==> config.mk <==
export PLATFORM = sky130hd
export DESIGN_NAME = icache_refill_ctrl_flat
export DESIGN_NICKNAME = d
export VERILOG_FILES = /design/src/rtl/icache_pkg.sv /design/src/rtl/icache_refill_ctrl_if.sv /design/src/rtl/icache_refill_ctrl_sat_counter.sv /design/src/rtl/icache_refill_ctrl.sv /design/src/flat_wrapper.sv
export SDC_FILE = /design/constraint.sdc
export NUM_CORES = 1
export LEC_CHECK = 0
export CAP_MARGIN = 5
export CORE_MARGIN = 2
export CORE_UTILIZATION = 38
export DETAILED_ROUTE_END_ITERATION = 16
export PLACE_DENSITY = 0.74
export SKIP_CTS_REPAIR_TIMING = 1
export SLEW_MARGIN = 10
export SYNTH_ARGS = -nofsm -noshare
export SYNTH_HDL_FRONTEND = slang
export SYNTH_SLANG_ARGS = --single-unit
==> constraint.sdc <==
create_clock -name clk -period 1.88 [get_ports clk]
set_input_delay 0.376 -clock clk [delete_from_list [all_inputs] [get_ports clk]]
set_output_delay 0.376 -clock clk [all_outputs]
set_load 0.05 [all_outputs]
==> src/rtl/icache_pkg.sv <==
// icache_pkg: shared types, default sizes and refill address helper for the I-cache refill controller
package icache_pkg;
  localparam int DEF_ADDR_SIZE = 14;
  localparam int DEF_WORD_SIZE = 32;
  localparam int DEF_LINES_PER_SET = 32;
  localparam int DEF_WORDS_PER_LINE = 8;
  localparam int DEF_CNT_WIDTH = 16;
  localparam int OFF_BITS = $clog2(DEF_WORDS_PER_LINE);
  localparam int IDX_BITS = $clog2(DEF_LINES_PER_SET);
  localparam int TAG_BITS = DEF_ADDR_SIZE - IDX_BITS - OFF_BITS;
  typedef enum logic [1:0] {IDLE, REQ, WRITE, DONE} state_e;
  function automatic logic [31:0] refill_addr(input logic [31:0] base, input logic [31:0] off, input int unsigned off_bits);
    return (base << off_bits) | off;
  endfunction
endpackage

==> src/rtl/icache_refill_ctrl_if.sv <==
// icache_refill_ctrl_if: fetch, L1 write port, memory read port and miss counter bundle
interface icache_refill_ctrl_if #(
  parameter int ADDR_SIZE = 14,
  parameter int WORD_SIZE = 32,
  parameter int CNT_WIDTH = 16
);
  logic                 fetch_en;
  logic [ADDR_SIZE-1:0] fetch_addr;
  logic                 cache_hit;
  logic                 cache_we;
  logic [ADDR_SIZE-1:0] cache_addr;
  logic [WORD_SIZE-1:0] cache_data;
  logic                 stall;
  logic                 mem_rd;
  logic [ADDR_SIZE-1:0] mem_addr;
  logic [WORD_SIZE-1:0] mem_rdata;
  logic                 mem_valid;
  logic [CNT_WIDTH-1:0] miss_count;
  modport master (
    input  fetch_en, fetch_addr, cache_hit, mem_rdata, mem_valid,
    output cache_we, cache_addr, cache_data, stall, mem_rd, mem_addr, miss_count
  );
  modport slave (
    output fetch_en, fetch_addr, cache_hit, mem_rdata, mem_valid,
    input  cache_we, cache_addr, cache_data, stall, mem_rd, mem_addr, miss_count
  );
endinterface

==> src/rtl/icache_refill_ctrl_sat_counter.sv <==
// sat_counter: enable-driven up counter that sticks at all-ones, async active-low clear
module sat_counter #(
  parameter int WIDTH = 16
) (
  input  logic             clk,
  input  logic             clr_n,
  input  logic             en_i,
  output logic [WIDTH-1:0] cnt_o
);
  logic [WIDTH-1:0] cnt_q;
  always_ff @(posedge clk or negedge clr_n)
    if (!clr_n) cnt_q <= '0;
    else if (en_i && !(&cnt_q)) cnt_q <= cnt_q + 1'b1;
  assign cnt_o = cnt_q;
endmodule

==> src/rtl/icache_refill_ctrl.sv <==
// icache_refill_ctrl: stalls fetch on an L1 miss and refills the line word by word from memory
module icache_refill_ctrl
  import icache_pkg::*;
#(
  parameter int ADDR_SIZE      = DEF_ADDR_SIZE,
  parameter int WORD_SIZE      = DEF_WORD_SIZE,
  parameter int LINES_PER_SET  = DEF_LINES_PER_SET,
  parameter int WORDS_PER_LINE = DEF_WORDS_PER_LINE,
  parameter int CNT_WIDTH      = DEF_CNT_WIDTH
) (
  input logic clk,
  input logic reset,
  icache_refill_ctrl_if.master bus
);
  localparam int OW = $clog2(WORDS_PER_LINE);
  if (ADDR_SIZE < OW + $clog2(LINES_PER_SET)) begin : g_bad_geometry
    $error("address too narrow for index and offset");
  end
  state_e                  state_q, state_d;
  logic [OW-1:0]           off_q, off_d;
  logic [ADDR_SIZE-OW-1:0] base_q, base_d;
  logic [WORD_SIZE-1:0]    data_q, data_d;
  logic                    we_q, rd_q, miss, last;
  logic [ADDR_SIZE-1:0]    rf_addr;
  assign rf_addr = ADDR_SIZE'(refill_addr(32'(base_q), 32'(off_q), OW));
  assign miss = state_q == IDLE && bus.fetch_en && !bus.cache_hit;
  assign last = off_q == OW'(WORDS_PER_LINE - 1);
  always_comb begin
    state_d = state_q;
    off_d = off_q;
    base_d = base_q;
    data_d = data_q;
    case (state_q)
      IDLE: if (miss) begin
        state_d = REQ;
        off_d = '0;
        base_d = bus.fetch_addr[ADDR_SIZE-1:OW];
      end
      REQ: if (bus.mem_valid) begin
        state_d = WRITE;
        data_d = bus.mem_rdata;
      end
      WRITE: begin
        state_d = last ? DONE : REQ;
        off_d = last ? off_q : off_q + 1'b1;
      end
      default: state_d = IDLE;
    endcase
  end
  always_ff @(posedge clk or negedge reset)
    if (!reset) begin
      state_q <= IDLE;
      off_q <= '0;
      base_q <= '0;
      data_q <= '0;
      we_q <= 1'b0;
      rd_q <= 1'b0;
    end else begin
      state_q <= state_d;
      off_q <= off_d;
      base_q <= base_d;
      data_q <= data_d;
      we_q <= state_d == WRITE;
      rd_q <= state_d == REQ;
    end
  // The L1 sees the fetch address whenever no refill word is in flight
  assign bus.cache_addr = (state_q == IDLE || state_q == DONE) ? bus.fetch_addr : rf_addr;
  assign bus.mem_addr = rf_addr;
  assign bus.stall = state_q != IDLE || (bus.fetch_en && !bus.cache_hit);
  assign bus.cache_we = we_q;
  assign bus.cache_data = data_q;
  assign bus.mem_rd = rd_q;
  sat_counter #(.WIDTH(CNT_WIDTH)) u_miss_cnt (
    .clk(clk),
    .clr_n(reset),
    .en_i(miss),
    .cnt_o(bus.miss_count)
  );
endmodule

==> src/flat_wrapper.sv <==
// flat-port wrapper written by rule: the top's interface ports become plain ports
module icache_refill_ctrl_flat import icache_pkg::*;
#(
  parameter int ADDR_SIZE      = DEF_ADDR_SIZE,
  parameter int WORD_SIZE      = DEF_WORD_SIZE,
  parameter int LINES_PER_SET  = DEF_LINES_PER_SET,
  parameter int WORDS_PER_LINE = DEF_WORDS_PER_LINE,
  parameter int CNT_WIDTH      = DEF_CNT_WIDTH
)
  (clk, reset, bus_fetch_en, bus_fetch_addr, bus_cache_hit, bus_mem_rdata, bus_mem_valid, bus_cache_we, bus_cache_addr, bus_cache_data, bus_stall, bus_mem_rd, bus_mem_addr, bus_miss_count);
  icache_refill_ctrl_if #(.ADDR_SIZE(ADDR_SIZE), .WORD_SIZE(WORD_SIZE), .CNT_WIDTH(CNT_WIDTH)) bus_i ();
  input logic clk;
  input logic reset;
  input wire logic [$bits(bus_i.fetch_en)-1:0] bus_fetch_en;
  input wire logic [$bits(bus_i.fetch_addr)-1:0] bus_fetch_addr;
  input wire logic [$bits(bus_i.cache_hit)-1:0] bus_cache_hit;
  input wire logic [$bits(bus_i.mem_rdata)-1:0] bus_mem_rdata;
  input wire logic [$bits(bus_i.mem_valid)-1:0] bus_mem_valid;
  output wire logic [$bits(bus_i.cache_we)-1:0] bus_cache_we;
  output wire logic [$bits(bus_i.cache_addr)-1:0] bus_cache_addr;
  output wire logic [$bits(bus_i.cache_data)-1:0] bus_cache_data;
  output wire logic [$bits(bus_i.stall)-1:0] bus_stall;
  output wire logic [$bits(bus_i.mem_rd)-1:0] bus_mem_rd;
  output wire logic [$bits(bus_i.mem_addr)-1:0] bus_mem_addr;
  output wire logic [$bits(bus_i.miss_count)-1:0] bus_miss_count;
  assign bus_i.fetch_en = bus_fetch_en;
  assign bus_i.fetch_addr = bus_fetch_addr;
  assign bus_i.cache_hit = bus_cache_hit;
  assign bus_i.mem_rdata = bus_mem_rdata;
  assign bus_i.mem_valid = bus_mem_valid;
  assign bus_cache_we = bus_i.cache_we;
  assign bus_cache_addr = bus_i.cache_addr;
  assign bus_cache_data = bus_i.cache_data;
  assign bus_stall = bus_i.stall;
  assign bus_mem_rd = bus_i.mem_rd;
  assign bus_mem_addr = bus_i.mem_addr;
  assign bus_miss_count = bus_i.miss_count;
  icache_refill_ctrl #(.ADDR_SIZE(ADDR_SIZE), .WORD_SIZE(WORD_SIZE), .LINES_PER_SET(LINES_PER_SET), .WORDS_PER_LINE(WORDS_PER_LINE), .CNT_WIDTH(CNT_WIDTH)) u_core (.clk(clk), .reset(reset), .bus(bus_i));
endmodule
Yosys cells after proc, flatten, opt, wreduce, memory -nomap -nowiden
Cells that the tools add are included.

storage, ports and cells
  logic and storage cells = 41
  bits in registers = 66
  output and inout bits = 79
  bits of input ports = 51

operators by class
  add/subtract/negate cells = 2
  bitwise operators = 1
  equal/unequal tests = 8
  mux-type cells = 8
  reduce and logical (&&, ||, !) cells = 15

operator list
  kind                                                              number
  16-bit by 1-bit adder with 16-bit output (second input constant)  1
  16-bit AND reduction                                              1
  14-bit two-way mux                                                1
  14-bit by 3-bit bitwise OR with 14-bit output                     1
  2-bit == test (second input constant)                             3
  2-bit two-way mux                                                 3
  3-bit two-way mux                                                 2
  2-bit one-hot mux with 3 select lines                             1
  3-bit one-hot mux with 2 select lines                             1
  2-bit by 1-bit == test with 1-bit output (second input constant)  2
  1-bit logical AND                                                 4
  2-bit inequality test (second input constant)                     2
  2-bit AND reduction                                               2
  2-bit nonzero test                                                2
  3-bit by 1-bit adder with 3-bit output (second input constant)    1
  3-bit == test (second input constant)                             1
  3-bit AND reduction                                               1
  1-bit logical NOT                                                 2
  2-bit logical NOT                                                 1
  1-bit logical OR                                                  2

Logic depth before layout (Yosys ltp)
  word-level depth = 6
  depth in mapped cells = 7
  depth with buffers taken out = 6

Hierarchy
Synthesis repeated with hierarchy kept, for this count alone.

unflattened totals
  cells, all modules = 220
  area total of the unflattened synthesis = 3041.7 sq um

modules (own cells, without submodules)
  module              cells an instance  sequential area each (sq um)  area each (sq um)  instances
  icache_refill_ctrl  145                1251.2                        2200.9             1
  sat_counter         75                 400.4                         840.8              1

Least setup slack after synthesis
No wires, ideal clock.

  kind = register to register
  from = register u_core.u_miss_cnt.cnt_q[0] (netlist: u_core.u_miss_cnt.cnt_o[0])
  to = register u_core.u_miss_cnt.cnt_q[12] (netlist: u_core.u_miss_cnt.cnt_o[12])
  required time = 1755 ps
  period minus slack after synthesis = 2088 ps
  arrival time = 1963 ps
  library setup time = 125 ps
  cell stages (with the launch flop) = 6
  slack = -208 ps
  buffers on the path = 0
  cell sequence = dfrtp_1 -> ha_1 -> nand3_2 -> or3_4 -> nor3_1 -> mux2_2

between the ends
  word-level cells in the longest chain between the ends = 3
  elaborated cells between the ends (all ways) = 4
  classes of those cells = add/sub: 1; reduce/logical: 3

ends and longest elaborated chain
  element                                                                                           line                                  RTL
  start, declared                                                                                   icache_refill_ctrl_sat_counter.sv:10  logic [WIDTH-1:0] cnt_q;
  start signal, assigned                                                                            icache_refill_ctrl_sat_counter.sv:13  else if (en_i && !(&cnt_q)) cnt_q <= cnt_q + 1'b1;
  parallel branches: the longest is 3 deep, another holds 16-bit by 1-bit adder with 16-bit output  --

Parallel ways; which one is timed is not known.
A chain may end at the register's enable or synchronous reset.

Worst setup path in the final report
  from = register u_core.state_q[0]
  to = output port bus_cache_addr[10]

between the ends
  word-level cells in the longest chain between the ends = 3
  elaborated cells between the ends (all ways) = 4
  classes of those cells = eq/ne: 1; mux: 1; reduce/logical: 2

ends and longest elaborated chain
  element                                             line                      RTL
  start, declared                                     icache_refill_ctrl.sv:19  state_e state_q, state_d;
  start signal, assigned                              icache_refill_ctrl.sv:59  state_q <= state_d;
  2-bit == test or 2-bit logical NOT (tied branches)  icache_refill_ctrl.sv:67  assign bus.cache_addr = (state_q == IDLE || state_q == DONE) ? bus.fetch_addr : rf_addr;
  1-bit logical OR (*)                                icache_refill_ctrl.sv:67
  14-bit two-way mux (*)                              icache_refill_ctrl.sv:67
  end, declared                                       flat_wrapper.sv:20        output wire logic [$bits(bus_i.cache_addr)-1:0] bus_cache_addr;

Mark *: on every way between the ends. The rest lies on a longest branch, timed or not.

==> metrics.yaml <==
period_share: 1.10
dp_hpwl_mm: 5.47
final-setup-viol-count: 14
r2r_start: "u_core.state_q[1]$_DFF_PN0_"
drt_first_pass_iters: 4
areaGrowthSynthToFinish_pct: 65.2
rows: 32
die_w_um: 92.3
syn_inst: 243
worstRegToRegCells: 6
synth_ff_type: "dfrtp_1"
tritoncts: "done"
ioPinCount: 130
min_period_ns: 2.08
ys_types: 34
synth.top_cells.by_area: "dfrtp_1 56%, mux2_2 18%, nand2_1 5.4%, xor2_1 3.5%, ha_1 3.0%"
num_vias: 2426
viasPerCell: 4.82
yosys_register_bits: 66
r2r-end: "u_core.u_miss_cnt.cnt_o[12]$_DFFE_PN0P_"
synth_top_area_share: 0.557
antenna_left: 0
nFillCells: 593
worst_slack_ns: -0.196
dieArea_um2: 8530
crit_fanout: 5
gp_congestion: 0.788
cts_buffers: 9
rsz0062_at_grt: "yes"
hold_class: "in2async"
total_power_w: 0.00989
required_ns: 1.50
cts-root-buf: "clkbuf_8"
peakVddDrop_v: 0.000989
overflow: 0
slew_viol_final: 0
cp.arrival_ns: 1.70
slew_headroom: 0.646
wl_mm: 7.89
drc: 0
core_area_um2: 7650
grt_max_degree: 33
syn_avg_cell_area_um2: 12.2
drv_cap: 0
grt_pass1_wl_mm: 11.5
grt_pass1_vias: 2297
h-tree-depth: 3
start_util: 0.388
wl_per_cell_um: 15.7
worstSetupStartpointType: "register"
ys_warn_count: 0
multi_input_area_um2: 1330
fmax_mhz: 482
antenna_cells: 0
drive_gt1_frac: 0.374
drt_iter0_markers: 62
synth.most_common_cell: "dfrtp_1"
chipHeight_um: 92.3
violations: "setup timing"
grt_usage: 0.173
ys_async_sr_fraction: 1.00
critical_path.endpoint_type: "output port"
antenna_found_initial: 0
final_net_count: 454
leakage_nw: 2.59
syn_nets: 301
seq_area_um2: 1660
final_util: 0.641
syn_area_um2: 2970
reg2reg_slack_ns: 0.11
seq_area_frac_synth: 0.557
powerDensity_nw_per_um2: 2020
netlist_top_cells_count: "66 x dfrtp_1, 48 x mux2_2, 43 x nand2_1"
synth_edf_count: 0
clkSinkCount: 66
insertion_delay_ns: 0.34
hold_viol_final: 0
status: "finished, violations left"
crit_type: "reg2out"
crit_start: "u_core.state_q[0]$_DFF_PN0_"
skew_ns: 0.00932
port_buffers: 129
worst_pin_slew_ns: 0.531
pre_cts_ws_ns: -0.182
clkSlewWorstSetupHoldPaths_ns: 0.08
yosysTopAreaCell: "dfrtp_1"
cts_buffer_depth: 2
## layout by cell type, fill, tap and decap left out, drive strengths merged
cell type / count
nand2: 43
mux2i: 2
nor2: 6
inv: 8
o22ai: 1
xor2: 12
dlymetal6s2s: 27
nand4: 6
mux2: 49
dfrtp: 66
nor3b: 1
ha: 7
clkinvlp: 1
and4: 1
bufinv: 1
nor3: 10
or3: 1
and4b: 1
dlygate4sd3: 1
clkinv: 3
buf: 69
nand3b: 1
and3: 1
a21oi: 3
nor2b: 2
and2: 2
nor4: 3
clkdlybuf4s50: 51
and3b: 1
nand3: 3
clkbuf: 11
nand2b: 1
o21ai: 6
## registers in the layout (all words and copies together), names as in the netlist
signal,cells
u_core.bus.cache_we,1
u_core.bus.mem_rd,1
u_core.bus.cache_data,32
u_core.base_q,11
u_core.u_miss_cnt.cnt_o,16
u_core.off_q,3
u_core.state_q,2
## cells by family after synthesis
kind of cell / Yosys count / synth area share
flip-flops: 66 / 0.557
AND/OR/NAND/NOR: 83 / 0.149
XOR/XNOR: 12 / 0.0354
buffers and inverters: 14 / 0.0181
multiplexers: 51 / 0.194
adder cells (fa/ha/maj): 7 / 0.0295
AO/OA/AOI/OAI: 10 / 0.0173
## stage by stage
step                instances  setup TNS, ns  hold slack (ns)  cell area, µm²
global route              503          -2.88            0.522            4900
finish                    503          -2.39            0.502            4900
floorplan                 243        -0.0433           0.0804            2970
CTS                       501          -4.11          -0.0305            4620
global placement          485         -0.419            0.333            4420
detailed placement        485         -0.599            0.344            4420
## area by class of cell
type                    count  share of cell area
inverters                   7             0.00536
multi-input cells         163               0.271
repair buffers            149               0.318
clock inverters             6              0.0133
flip-flops and latches     66               0.338
well taps                 102              0.0260
clock buffers              10              0.0281
## how the worst max path moves through the flow
stage                                         endpoint  slack [ns]  cells past startpoint
3_3_place_gp   u_core.u_miss_cnt.cnt_o[12]$_DFFE_PN0P_       -0.17                      5
3_5_place_dp   u_core.u_miss_cnt.cnt_o[12]$_DFFE_PN0P_       -0.18                      5
6_report                            bus_cache_addr[10]       -0.20                      5
5_1_grt                             bus_cache_addr[10]       -0.23                      5
4_1_cts                             bus_cache_addr[11]       -0.30                      5
2_1_floorplan  u_core.u_miss_cnt.cnt_o[12]$_DFFE_PN0P_       -0.04                      5
## layer usage
metal  up-vias  GRT usage  routed length [µm]
li1       1142          -                   -
met4         0     0.0597                  96
met3         9     0.0456                 589
met5         -          0                   0
met2       112      0.260                3700
met1      1163      0.243                3510
## where the power goes
| part | internal, W | switching [W] | leakage, nW | total [W] |
|---|---|---|---|---|
| Sequential | 0.00199 | 0.000367 | 0.815 | 0.00236 |
| Clock | 0.000650 | 0.000554 | 0.103 | 0.00120 |
| Combinational | 0.00252 | 0.00380 | 1.67 | 0.00632 |
## worst max-delay path, cell delays in order, from the launching register on
cell and delay (ns):
dfrtp_1 0.36, inv_2 0.06, ha_4 0.31, clkbuf_16 0.16
mux2_4 0.31, buf_8 0.15
No activity file was read; power rests on OpenSTA's default activity.
